[src/rtl/apb4_slave_regs.sv]
// rtl/apb4_slave_regs.sv - APB4 register-file slave with byte strobes, wait states and error response
module apb4_slave_regs #(
    parameter int DATASIZE    = 32,
    parameter int ADDRSIZE    = 32,
    parameter int DEPTH       = 16,
    parameter int WAIT_CYCLES = 0,
    parameter int RO_WORDS    = 0
) (
    input  logic                  PCLK,
    input  logic                  PRESETn,
    input  logic [ADDRSIZE-1:0]   PADDR,
    input  logic [DATASIZE-1:0]   PWDATA,
    input  logic [DATASIZE/8-1:0] PSTRB,
    input  logic                  PSEL,
    input  logic                  PENABLE,
    input  logic                  PWRITE,
    output logic [DATASIZE-1:0]   PRDATA,
    output logic                  PREADY,
    output logic                  PSLVERR
);
    localparam int NB = DATASIZE / 8;
    localparam int LB = $clog2(NB);
    localparam int AW = $clog2(DEPTH);
    localparam logic [3:0] WAIT_LD = WAIT_CYCLES[3:0];

    typedef enum logic [1:0] {ST_IDLE, ST_WAIT, ST_DONE} state_t;

    state_t              state, state_d;
    logic [3:0]          cnt, cnt_d;
    logic [AW-1:0]       idx_q, dec_idx, acc_idx;
    logic                err_q, wr_q, dec_err, acc_err, acc_wr;
    logic                lo_err, hi_err, range_err, ro_err;
    logic                setup, wr_commit;
    logic                pready_d, pslverr_d;
    logic [DATASIZE-1:0] prdata_d;
    logic [DATASIZE-1:0] mem [DEPTH];

    // Address decode of the live bus, used at the edge that ends the setup phase
    assign dec_idx = PADDR[AW+LB-1:LB];

    generate
        if (LB > 0) begin : g_lo
            assign lo_err = |PADDR[LB-1:0];
        end else begin : g_no_lo
            assign lo_err = 1'b0;
        end
        if (AW + LB < ADDRSIZE) begin : g_hi
            assign hi_err = |PADDR[ADDRSIZE-1:AW+LB];
        end else begin : g_no_hi
            assign hi_err = 1'b0;
        end
        // Only a non-power-of-two depth leaves index codes without a backing word
        if (DEPTH < (1 << AW)) begin : g_range
            assign range_err = ({1'b0, dec_idx} >= DEPTH[AW:0]);
        end else begin : g_no_range
            assign range_err = 1'b0;
        end
        if (RO_WORDS > 0) begin : g_ro
            assign ro_err = PWRITE & ({1'b0, dec_idx} < RO_WORDS[AW:0]);
        end else begin : g_no_ro
            assign ro_err = 1'b0;
        end
    endgenerate

    assign dec_err   = lo_err | hi_err | range_err | ro_err;
    assign setup     = PSEL & ~PENABLE;
    // With zero wait states DONE is entered straight from IDLE, before the latch holds the decode
    assign acc_idx   = (state == ST_IDLE) ? dec_idx : idx_q;
    assign acc_err   = (state == ST_IDLE) ? dec_err : err_q;
    assign acc_wr    = (state == ST_IDLE) ? PWRITE  : wr_q;
    assign wr_commit = (state == ST_DONE) & PSEL & PENABLE & PWRITE & ~err_q;

    // State, wait counter and registered bus outputs
    always_ff @(posedge PCLK or negedge PRESETn) begin
        if (!PRESETn) begin
            state   <= ST_IDLE;
            cnt     <= '0;
            PREADY  <= 1'b0;
            PSLVERR <= 1'b0;
            PRDATA  <= '0;
        end else begin
            state   <= state_d;
            cnt     <= cnt_d;
            PREADY  <= pready_d;
            PSLVERR <= pslverr_d;
            PRDATA  <= prdata_d;
        end
    end

    // Next state and the output values presented while in DONE
    always_comb begin
        state_d   = state;
        cnt_d     = cnt;
        pready_d  = 1'b0;
        pslverr_d = 1'b0;
        prdata_d  = '0;
        case (state)
            ST_IDLE: begin
                if (setup) begin
                    if (WAIT_LD == 4'd0) begin
                        state_d = ST_DONE;
                    end else begin
                        state_d = ST_WAIT;
                        cnt_d   = WAIT_LD;
                    end
                end
            end
            ST_WAIT: begin
                if (!PSEL) begin
                    state_d = ST_IDLE;
                    cnt_d   = '0;
                end else begin
                    cnt_d = cnt - 4'd1;
                    if (cnt == 4'd1) state_d = ST_DONE;
                end
            end
            ST_DONE: state_d = ST_IDLE;
            default: state_d = ST_IDLE;
        endcase
        if (state_d == ST_DONE) begin
            pready_d  = 1'b1;
            pslverr_d = acc_err;
            if (!acc_err && !acc_wr) prdata_d = mem[acc_idx];
        end
    end

    // Capture the transfer's decode when the setup phase ends
    always_ff @(posedge PCLK or negedge PRESETn) begin
        if (!PRESETn) begin
            idx_q <= '0;
            err_q <= 1'b0;
            wr_q  <= 1'b0;
        end else if (state == ST_IDLE && setup) begin
            idx_q <= dec_idx;
            err_q <= dec_err;
            wr_q  <= PWRITE;
        end
    end

    // Register array: byte-lane write at the edge that ends DONE
    always_ff @(posedge PCLK or negedge PRESETn) begin
        if (!PRESETn) begin
            for (int w = 0; w < DEPTH; w++) mem[w] <= '0;
        end else if (wr_commit) begin
            for (int i = 0; i < NB; i++) begin
                if (PSTRB[i]) mem[idx_q][8*i +: 8] <= PWDATA[8*i +: 8];
            end
        end
    end

endmodule

[config.mk]
export PLATFORM = sky130hd
export DESIGN_NAME = apb4_slave_regs
export DESIGN_NICKNAME = d
export VERILOG_FILES = /design/src/rtl/apb4_slave_regs.sv
export SDC_FILE = /design/constraint.sdc
export NUM_CORES = 1
export LEC_CHECK = 0
export CAP_MARGIN = 20
export CORE_AREA = 2 2 241 243
export CTS_CLUSTER_SIZE = 30
export DETAILED_ROUTE_END_ITERATION = 6
export DIE_AREA = 0 0 243 245
export PLACE_DENSITY_LB_ADDON = 0.08
export SYNTH_ARGS = -nofsm -noshare
export SYNTH_HDL_FRONTEND = slang
export SYNTH_SLANG_ARGS = --single-unit
export TNS_END_PERCENT = 30
[constraint.sdc]
create_clock -name PCLK -period 2.3 [get_ports PCLK]
set_input_delay 0.575 -clock PCLK [delete_from_list [all_inputs] [get_ports PCLK]]
set_output_delay 0.575 -clock PCLK [all_outputs]
set_load 0.1 [all_outputs]
==> flow_summary_export.csv, run 1 <==
group,metric,value,unit
floorplan,coreArea,57000,sq um
yosys,ys_seq_elements,558,
detailed_routing,wl_met3,2.93,mm
yosys,yosysWarnings,0,
timing,finalSetupViolations,2,
floorplan,die_h,245,um
global_route,grt_pass1_vias,18500,
critical_path,cp_max_fo,11,
floorplan,die_area,59500,sq um
global_route,grt_max_degree,64,
detailed_routing,vias,17500,
timing,rsz0062_at_grt,"true",
detailed_routing,vias_per_cell,5.83,
yosys,synth_seq_area_share,0.548,
floorplan,num_rows,88,
power_and_ir_drop,combPwrFrac,0.096,
detailed_routing,drtAntennaViolNets,0,
detailed_routing,top_layer,"met4",
final_layout,final_net_count,2250,
yosys,synth_top_area_cell,"dfrtp_1",
detailed_routing,drt-initial-drc-count,1285,
critical_path,path_common_cell,"buf_12",
critical_path,critPathLaunch,"state[0]",
power_and_ir_drop,p_leak,16.3,nW
global_route,grt_overflow,0,
yosys,syn_nets,2027,
detailed_routing,first_pass_iters,5,
critical_path,crit_chain,"or2_4, a31oi_4, buf_12, buf_12, a211oi_1, or4_4, o22ai_4",
clock_network,cts_buffer_depth,3,
critical_path,criticalPathCategory,"reg2reg",
yosys,avgSynthCellArea,13.1,sq um
final_layout,syn_to_final_growth,25.4,%
place,dp_hpwl,48.3,mm
timing,period_share,1.01,
clock_network,clkTransAtPathRegs,60,ps
yosys,ys_dominant_reg_cell,"dfrtp_1",
power_and_ir_drop,clkPwrFrac,0.451,
critical_path,cp.arrival,2840,ps
power_and_ir_drop,switching_power,5.30,mW
power_and_ir_drop,sw_frac_of_total,0.242,
final_layout,final_cells,2993,
power_and_ir_drop,totalPowerFinal,21.9,mW
final_layout,drive_above_1_share,0.394,
clock_network,htree_levels,2,
power_and_ir_drop,cellInternalPower,16.6,mW
run_status,failed_checks,"negative setup slack",
detailed_routing,wl_per_cell,24.9,um
worst_hold_path,hold_path_class,"reg2reg",
critical_path,cpPeakStageDelay,580,ps
detailed_routing,routed_wl,74.4,mm
timing,max_freq,433,MHz
timing,tightest_slew,896,ps
critical_path,critical_path.endpoint,"PRDATA[26]",
place,dpl.cell_count,2874,
yosys,synth_edf_count,0,
global_route,antenna_found_initial,7,
clock_network,tritoncts,"done",
timing,slew_violations,0,
yosys,yosysTopAreaCellShare,0.548,
timing,relSlewSlack,0.398,
clock_network,clk_latency,620,ps
worst_hold_path,worstHoldStart,"mem[246]",
floorplan,start_util,0.447,
detailed_routing,drc,0,
place,portBuffers,106,
yosys,synth.distinct_cells,41,
critical_path,rr_worst_depth,7,
run_status,status,"finished with violations",
clock_network,cts.sinks,558,
critical_path,start_kind,"flip-flop",
critical_path,reg2reg_slack,-10,ps
flow_run,maxCapViolCount,0,
timing,hold_viol_final,0,
yosys,ys_top_cells_by_area,"dfrtp_1, mux2_2, a211oi_1",
detailed_routing,route.met2.wl,35.6,mm
critical_path,cpMaxStageDelayCell,"or4_4",
critical_path,critPathRequiredTime,2830,ps
worst_hold_path,worstHoldPathCells,1,
power_and_ir_drop,seqPwrFrac,0.453,
critical_path,rr_startpoint,"state[0]",
timing,finalWorstSetupSlack,-11.7,ps
yosys,synthCells,1952,
global_route,grt_pass1_wl,116,mm
clock_network,numCtsBuffers,60,
yosys,yosysMostFrequentCell,"dfrtp_1",
clock_network,cts_root_buf,"clkbuf_16",
yosys,synthArstFlopShare,1.00,
timing,finClkSkew,10.7,ps
floorplan,die_w,243,um
power_and_ir_drop,ir_drop,0.563,mV
place,place_congestion,0.819,
timing,layout_min_cycle_time,2310,ps
power_and_ir_drop,power.density,685,nW/um^2
critical_path,cp-end-kind,"flip-flop",
global_route,grt_usage,0.255,
floorplan,ios,107,
critical_path,worst_r2r_endpoint,"PRDATA[26]",
yosys,syn_area,25500,sq um
detailed_routing,wl_met1,34.0,mm
yosys,synth_common_cells,"dfrtp_1, mux2_2, and3_1",
-- metrics by stage --
stage	cell area [sq um]	TNS [ps]	util	hold WS (ps)	setup WS (ps)
2_1_floorplan	25500	-216	-	279	-9.63
3_3_place_gp	29800	-183200	0.522	478	-744
3_5_place_dp	29800	-197670	0.522	484	-742
4_1_cts	31900	-10.3	0.559	497	-8.76
5_1_grt	31900	-465	0.560	500	-50.7
6_report	31900	-18.3	0.560	495	-11.7
-- power by group through the flow --
stage / Sequential, mW / Clock, mW / Combinational (mW)
final: 9.91 / 9.86 / 2.10
after global routing: 9.91 / 10.5 / 2.26
after CTS: 9.91 / 10.1 / 2.10
after detailed placement: 10.1 / 0 / 2.06
after global placement: 10.1 / 0 / 2.05
after floorplan: 10.1 / 0 / 0.923
-- state kept, by name, indices dropped and copies added (netlist names) --
register	count
mem	512
wr_q	1
PRDATA	32
err_q	1
cnt	4
PREADY	1
PSLVERR	1
state	2
idx_q	4
-- how the worst min path moves through the flow --
stage	slack (ps)	end
after CTS	500	mem[103]
after floorplan	280	PRDATA[0]
final	490	mem[246]
after global routing	500	mem[37]
after global placement	480	mem[38]
after detailed placement	480	mem[246]
-- critical path, delay by kind of cell, from the launching register on --
| kind | cells | cell delay (ps) |
|---|---|---|
| DFF | 1 | 440 |
| and+or+nand+nor | 2 | 920 |
| buffers and inverters | 2 | 330 |
| AOI/OAI and AO/OA | 3 | 520 |
-- area by class of cell --
type | count | area [sq um]
fill | 4774 | 25100
tap | 765 | 957
antenna | 4 | 10.0
clock inverter | 22 | 267
timing repair buffer | 315 | 4050
inverter | 7 | 26.3
sequential | 558 | 14000
multi-input combinational | 1233 | 10900
clock buffer | 89 | 1740
-- cells by family after synthesis --
kind of cell,count (synthesis),share of synthesized area
mux,558,0.245
compound gates,305,0.0962
flops,558,0.548
simple gates,368,0.0829
fa+ha+maj,2,0.000982
buf+inv,161,0.0273
-- cells in the final DEF, fill, tap and decap left out, types with 7 or more instances in the layout --
cell               n
a211oi_1         213
clkbuf_8          11
clkbuf_16         61
nand2_1           76
buf_12           115
nor4_1             9
inv_1              7
mux2_2           515
clkbuf_1          17
a2111o_1          42
mux2i_1           43
and3_1           216
or4_1             20
nor2_1            13
clkdlybuf4s50_1   71
o22ai_1           26
nor3_1             8
clkinv_2          14
dfrtp_1          556
buf_4            119
-- metal layers --
metal | up-vias | track usage
met5 | - | 0
met4 | 0 | 0.0783
met3 | 127 | 0.0339
met2 | 364 | 0.416
met1 | 9104 | 0.356
li1 | 7861 | -
-- what timing repair did --
| item | CTS | global route |
|---|---|---|
| endpoints found under the setup margin | 22 | 62 |
| setup buffers | 3 | 0 |
| gates resized for setup | 9 | 15 |
| hold endpoints to repair | 30 | 0 |
| hold buffers | 1 | 0 |
| pin swaps | 2 | 5 |
No activity file was read; power rests on OpenSTA's default activity.
==> inputs of run 2 (changes only) <==
- CORE_AREA: 2 2 241 243 -> 2 2 273 275
- DIE_AREA: 0 0 243 245 -> 0 0 275 277
==> run 2 against run 1 <==
  * The flow still finishes with violations (negative setup slack)
  * First-iteration DRC count down 32%
  * Final cell count rose by 8.3%
  * Register-to-register slack got worse by 80 ps
  * Core utilization fell by 11 points
  * Fmax fell by 3.2%
  * Die area up 28%
  * Combinational power increased by 15%
  * Clock power rose by 8%
  * Via count grew 0.27%
  * Clock-buffer cell count increased by 2
==> flow_summary_export.csv, run 2 (synthesis gave the netlist of run 1 again) <==
group,metric,value,unit
run_status,failed_checks,"negative setup slack",
final_layout,top_regs,"mem (512), PRDATA (32)",
timing,hold_viol_final,0,
timing,tightest_slew,719,ps
detailed_routing,drc,0,
global_route,antenna_found_initial,10,
final_layout,multi_input_area,11000,sq um
detailed_routing,drt-initial-drc-count,868,
timing,finClkSkew,22.9,ps
place,dp_hpwl,52.9,mm
floorplan,die_area,76200,sq um
place,placed_area,30200,sq um
detailed_routing,first_pass_iters,5,
global_route,grt_max_degree,65,
clock_network,clk_latency,610,ps
floorplan,num_rows,100,
clock_network,tritoncts,"done",
global_route,grt_overflow,0,
timing,tns,-1340,ps
clock_network,numCtsBuffers,67,
place,portBuffers,106,
final_layout,final_net_count,2301,
timing,relSlewSlack,0.516,
critical_path,crit_chain,"buf_6, or3b_4, nand2_8, buf_12, buf_12, clkbuf_16, a211oi_1, or4_1, o22ai_2",
place,pre_cts_ws,-665,ps
critical_path,critPathTopFamily,"simple AND/OR/NAND/NOR gates",
detailed_routing,drtAntennaViolNets,0,
detailed_routing,vias,17500,
timing,finalWorstSetupSlack,-88.0,ps
floorplan,ios,107,
clock_network,htree_levels,3,
critical_path,crit_buf_inv,4,
critical_path,cpMaxStageDelayCell,"or4_1",
detailed_routing,routed_wl,82.1,mm
timing,period_share,1.04,
critical_path,start_kind,"flip-flop",
worst_hold_path,hold_path_class,"in2async",
final_layout,drive_above_1_share,0.415,
final_layout,layout_commonest_cell,"dfrtp_1",
critical_path,critPathRequiredTime,2830,ps
flow_run,maxCapViolCount,0,
run_status,status,"finished with violations",
timing,finalSetupViolations,31,
critical_path,path_common_cell,"buf_12",
timing,rsz0062_at_grt,"true",
critical_path,criticalPathCategory,"reg2reg",
critical_path,cp.arrival,2920,ps
clock_network,cts.sinks,558,
timing,max_freq,419,MHz
detailed_routing,wl_per_cell,25.3,um
critical_path,cp_max_fo,5,
floorplan,start_util,0.346,
final_layout,fillers,6726,
final_layout,syn_to_final_growth,29.7,%
global_route,grt_pass1_wl,123,mm
power_and_ir_drop,power.density,694,nW/um^2
detailed_routing,vias_per_cell,5.40,
final_layout,final_cell_area,33000,sq um
clock_network,clkTransAtPathRegs,60,ps
final_layout,layout_common_cells,"dfrtp_1, mux2_2, and3_1",
power_and_ir_drop,p_leak,16.7,nW
power_and_ir_drop,ir_drop,0.457,mV
clock_network,cts_root_buf,"clkbuf_16",
global_route,grt_usage,0.214,
critical_path,reg2reg_slack,-90,ps
final_layout,final_cells,3241,
place,place_congestion,0.777,
critical_path,cpPeakStageDelay,560,ps
final_layout,seq_area,14000,sq um
floorplan,die_w,275,um
timing,slew_violations,0,
timing,layout_min_cycle_time,2390,ps
final_layout,regMostFlops,"mem",
place,dpl.cell_count,3105,
critical_path,cp-end-kind,"flip-flop",
floorplan,die_h,277,um
timing,holdWs,436,ps
floorplan,coreArea,73600,sq um
clock_network,cts_buffer_depth,3,
final_layout,largest_reg_flops,512,
global_route,grt_pass1_vias,18700,
==> run 2: final cells by class <==
type	instances	share of cell area
antenna	2	0.000151
sequential	558	0.423
inverter	7	0.000795
clock inverter	22	0.00852
timing repair buffer	359	0.141
multi-input combinational	1233	0.333
clock buffer	91	0.0575
tap	969	0.0367
==> run 2: through the flow <==
stage / util / total power, mW
floorplan: - / 11.0
global placement: 0.411 / 12.2
detailed placement: 0.411 / 12.3
CTS: 0.442 / 23.0
global route: 0.449 / 23.8
finish: 0.449 / 22.9
==> run 2: layer usage <==
metal	wire, um	part of all wire	track usage	vias up
met1	37900	0.46	0.293	9186
met4	1800	0.022	0.0550	2
met5	10	0.00012	0	-
met2	40100	0.49	0.357	245
li1	-	-	-	7964
met3	2280	0.028	0.0277	107
==> run 2: path summary, 6_finish.rpt <==
| kind | startpoint | end | depth (start not counted) |
|---|---|---|---|
| max in group asynchronous | PRESETn | mem[511] | 4 |
| max | state[1] | PRDATA[13] | 9 |
| min | PRESETn | mem[419] | 2 |
| max reg2reg | state[1] | PRDATA[13] | 9 |
| min reg2reg | mem[427] | mem[427] | 1 |
| min in group PCLK | mem[427] | mem[427] | 1 |
==> run 2: repair_timing <==
| item | CTS | global route |
|---|---|---|
| setup buffers | 1 | 9 |
| hold endpoints to repair | 24 | 0 |
| pin swaps | 2 | 37 |
| hold buffers | 1 | 0 |
| cloned | 0 | 10 |
| resized for setup | 17 | 41 |
| setup endpoints to repair | 30 | 32 |
==> run 2: report_power, final <==
part | switching [mW] | internal (mW)
logic | 1.39 | 1.02
registers | 0.0375 | 9.86
clock network | 4.26 | 6.35
total | 5.69 | 17.2
==> run 2: worst reg2reg max path, stage by stage (launching register included) <==
cell and delay [ps]:
dfrtp_1 400, buf_6 140, or3b_4 450, nand2_8 120, buf_12 160, buf_12 130
clkbuf_16 140, a211oi_1 60, or4_1 560, o22ai_2 140
==> inputs of run 3 (changes only) <==
- ABC_AREA: unset -> 1
- CORE_AREA: 2 2 273 275 -> 2 2 274 276
- DIE_AREA: 0 0 275 277 -> 0 0 276 278
- PLACE_DENSITY: unset -> 0.52
- PLACE_DENSITY_LB_ADDON: 0.08 -> unset
- REMOVE_ABC_BUFFERS: unset -> 1
==> run 3 against run 2 <==
  * The flow finishes with violations (design-rule violations)
  * Highest routed layer is now met4
  * Clock skew fell by 6.9 ps
  * Core utilization fell by 2.8 points
  * Total power fell by 0.78%
  * Register-to-register slack improved by 280 ps
  * Global-route usage fell by 1.3 points
  * Largest cell class unchanged
  * Routed wire length fell by 7.5%
  * Synthesized cell count rose by 60%
  * Die area rose by 0.73%
  * Design area fell by 5.9%
  * Non-clock buffer count fell by 58
==> flow_summary_export.csv, run 3 <==
group,metric,value,unit
run_status,status,"finished with violations",
run_status,failed_checks,"design-rule violations",
final_layout,layout_commonest_cell,"nand2_1",
timing,layout_min_cycle_time,2100,ps
yosys,avgSynthCellArea,8.20,sq um
yosys,synthArstFlopShare,1.00,
floorplan,die_h,278,um
timing,relSlewSlack,0.548,
yosys,synth_common_cells,"nand2_1, dfrtp_1, nand3_1",
global_route,grt_pass1_vias,21000,
clock_network,post_cts_buffers,0,
clock_network,ctsHoldBuffers,1,
timing,hold_viol_final,0,
place,portBuffers,106,
clock_network,postCtsResizedCells,0,
timing,max_freq,475,MHz
critical_path,cpMaxStageDelayCell,"dfrtp_1",
power_and_ir_drop,power.density,731,nW/um^2
detailed_routing,routed_wl,75.9,mm
floorplan,coreArea,73800,sq um
final_layout,syn_to_final_growth,21.6,%
power_and_ir_drop,p_leak,14.5,nW
timing,finalSetupViolations,0,
floorplan,start_util,0.347,
clock_network,clk_latency,620,ps
final_layout,regMostFlops,"mem",
clock_network,clkTransAtPathRegs,60,ps
detailed_routing,wl_per_cell,17.7,um
yosys,synth_top_area_cell,"dfrtp_1",
detailed_routing,wl_met3,2.49,mm
timing,rsz0062_at_grt,"false",
yosys,ys_seq_elements,558,
clock_network,htree_levels,2,
clock_network,cts_root_buf,"clkbuf_16",
yosys,synth_edf_count,0,
global_route,grt_usage,0.201,
detailed_routing,wl_met1,36.0,mm
place,dp_hpwl,49.1,mm
detailed_routing,top_layer,"met4",
critical_path,cp.arrival,2630,ps
final_layout,drive_above_1_share,0.114,
detailed_routing,route.met2.wl,36.0,mm
detailed_routing,first_pass_iters,7,
clock_network,tritoncts,"done",
yosys,synth.distinct_cells,32,
final_layout,top_regs,"mem (512), PRDATA (32)",
clock_network,numCtsBuffers,61,
final_layout,largest_reg_flops,512,
final_layout,final_net_count,3350,
timing,period_share,0.915,
floorplan,die_area,76700,sq um
critical_path,reg2reg_slack,200,ps
flow_run,maxCapViolCount,0,
timing,holdWs,384,ps
yosys,synthCells,3121,
critical_path,worst_r2r_endpoint,"PRDATA[31]",
timing,finClkSkew,16.0,ps
critical_path,rr_startpoint,"state[0]",
critical_path,cpPeakStageDelay,400,ps
detailed_routing,drt-initial-drc-count,1429,
timing,tns,0,ps
yosys,yosysTopAreaCellShare,0.546,
critical_path,criticalPathCategory,"reg2reg",
final_layout,layout_common_cells,"nand2_1, dfrtp_1, nand3_1",
yosys,yosysMostFrequentCell,"nand2_1",
critical_path,crit_buf_inv,3,
timing,slew_violations,0,
floorplan,die_w,276,um
yosys,syn_area,25600,sq um
worst_hold_path,hold_path_class,"in2async",
place,place_congestion,0.779,
yosys,yosysWarnings,0,
critical_path,start_kind,"flip-flop",
yosys,synth_seq_area_share,0.546,
final_layout,antennaDiodeCount,0,
power_and_ir_drop,ir_drop,0.558,mV
clock_network,cts.sinks,558,
detailed_routing,vias_per_cell,4.92,
floorplan,ios,107,
place,pre_cts_ws,-237,ps
floorplan,num_rows,100,
timing,tightest_slew,677,ps
critical_path,cp-end-kind,"flip-flop",
global_route,grt_overflow,0,
critical_path,rr_worst_depth,12,
critical_path,cp_max_fo,15,
global_route,antenna_found_initial,0,
detailed_routing,drc,4,
critical_path,critPathTopFamily,"simple AND/OR/NAND/NOR gates",
clock_network,cts_buffer_depth,3,
critical_path,critPathRequiredTime,2830,ps
detailed_routing,vias,21100,
yosys,ys_top_cells_by_area,"dfrtp_1, nand2_1, nand3_1",
global_route,grt_pass1_wl,123,mm
critical_path,crit_chain,"nor2_2, buf_12, nand2_1, nand2_4, buf_12, buf_12, nand2_1, nand3_1, nand3_1, nand3_1, nand2_1, nor2_1",
timing,finalWorstSetupSlack,197,ps
detailed_routing,drtAntennaViolNets,0,
yosys,ys_dominant_reg_cell,"dfrtp_1",
global_route,grt_max_degree,113,
[run 3: changes by cell type in the layout (fill, tap and decap cells not counted), moves of 60 or more]
cell / before / now
nor2_1: 13 / 133
and3_1: 216 / 1
nand2_1: 76 / 1141
inv_1: 7 / 67
mux2_2: 515 / 0
o21ai_0: 4 / 199
o21ai_1: 0 / 320
a211oi_1: 205 / 1
nand3_1: 0 / 420
[run 3: worst max-delay path by stage]
stage,from,endpoint,slack (ps),cells after the start
finish,state[0],PRDATA[31],200,12
global route,state[0],PRDATA[20],5,12
detailed placement,PSEL,mem[141],-240,10
floorplan,state[0],PRDATA[2],-5610,8
global placement,PSEL,mem[104],-190,10
CTS,state[0],PRDATA[17],190,12
[run 3: per-layer routing]
layer | vias up | global-route usage
li1 | 10500 | -
met1 | 10200 | 0.281
met2 | 335 | 0.335
met3 | 87 | 0.0238
met4 | 0 | 0.0460
met5 | - | 0
[run 3: report_power, final]
group | switching [mW] | leakage, nW | internal (mW)
combinational | 1.71 | 5.72 | 1.02
clock | 4.05 | 0.992 | 5.82
sequential | 0.115 | 7.75 | 10.0
[run 3: final cells by class]
cell class	instances	area, sq um
fill	7541	42700
clock buffer	97	1860
clock inverter	13	143
multi-input combinational	2284	10200
timing repair buffer	301	3450
tap	969	1210
inverter	69	260
sequential	558	14000
[run 3: kinds of logic (layout without fill, tap and decap cells)]
logic type      after synthesis  after routing  synth area share
flops                       558            558             0.546
buf+inv                     279            480            0.0571
simple gates               1749           1749             0.291
fa+ha+maj                     2              2          0.000978
compound gates              533            533             0.105
[run 3: metrics by stage]
stage	power (mW)	std cells	util	area [sq um]
2_1_floorplan	11.7	2911	-	24400
3_3_place_gp	13.1	4180	0.394	29100
3_5_place_dp	13.1	4180	0.394	29100
4_1_cts	23.0	4291	0.421	31100
5_1_grt	23.7	4291	0.421	31100
6_report	22.7	4291	0.421	31100
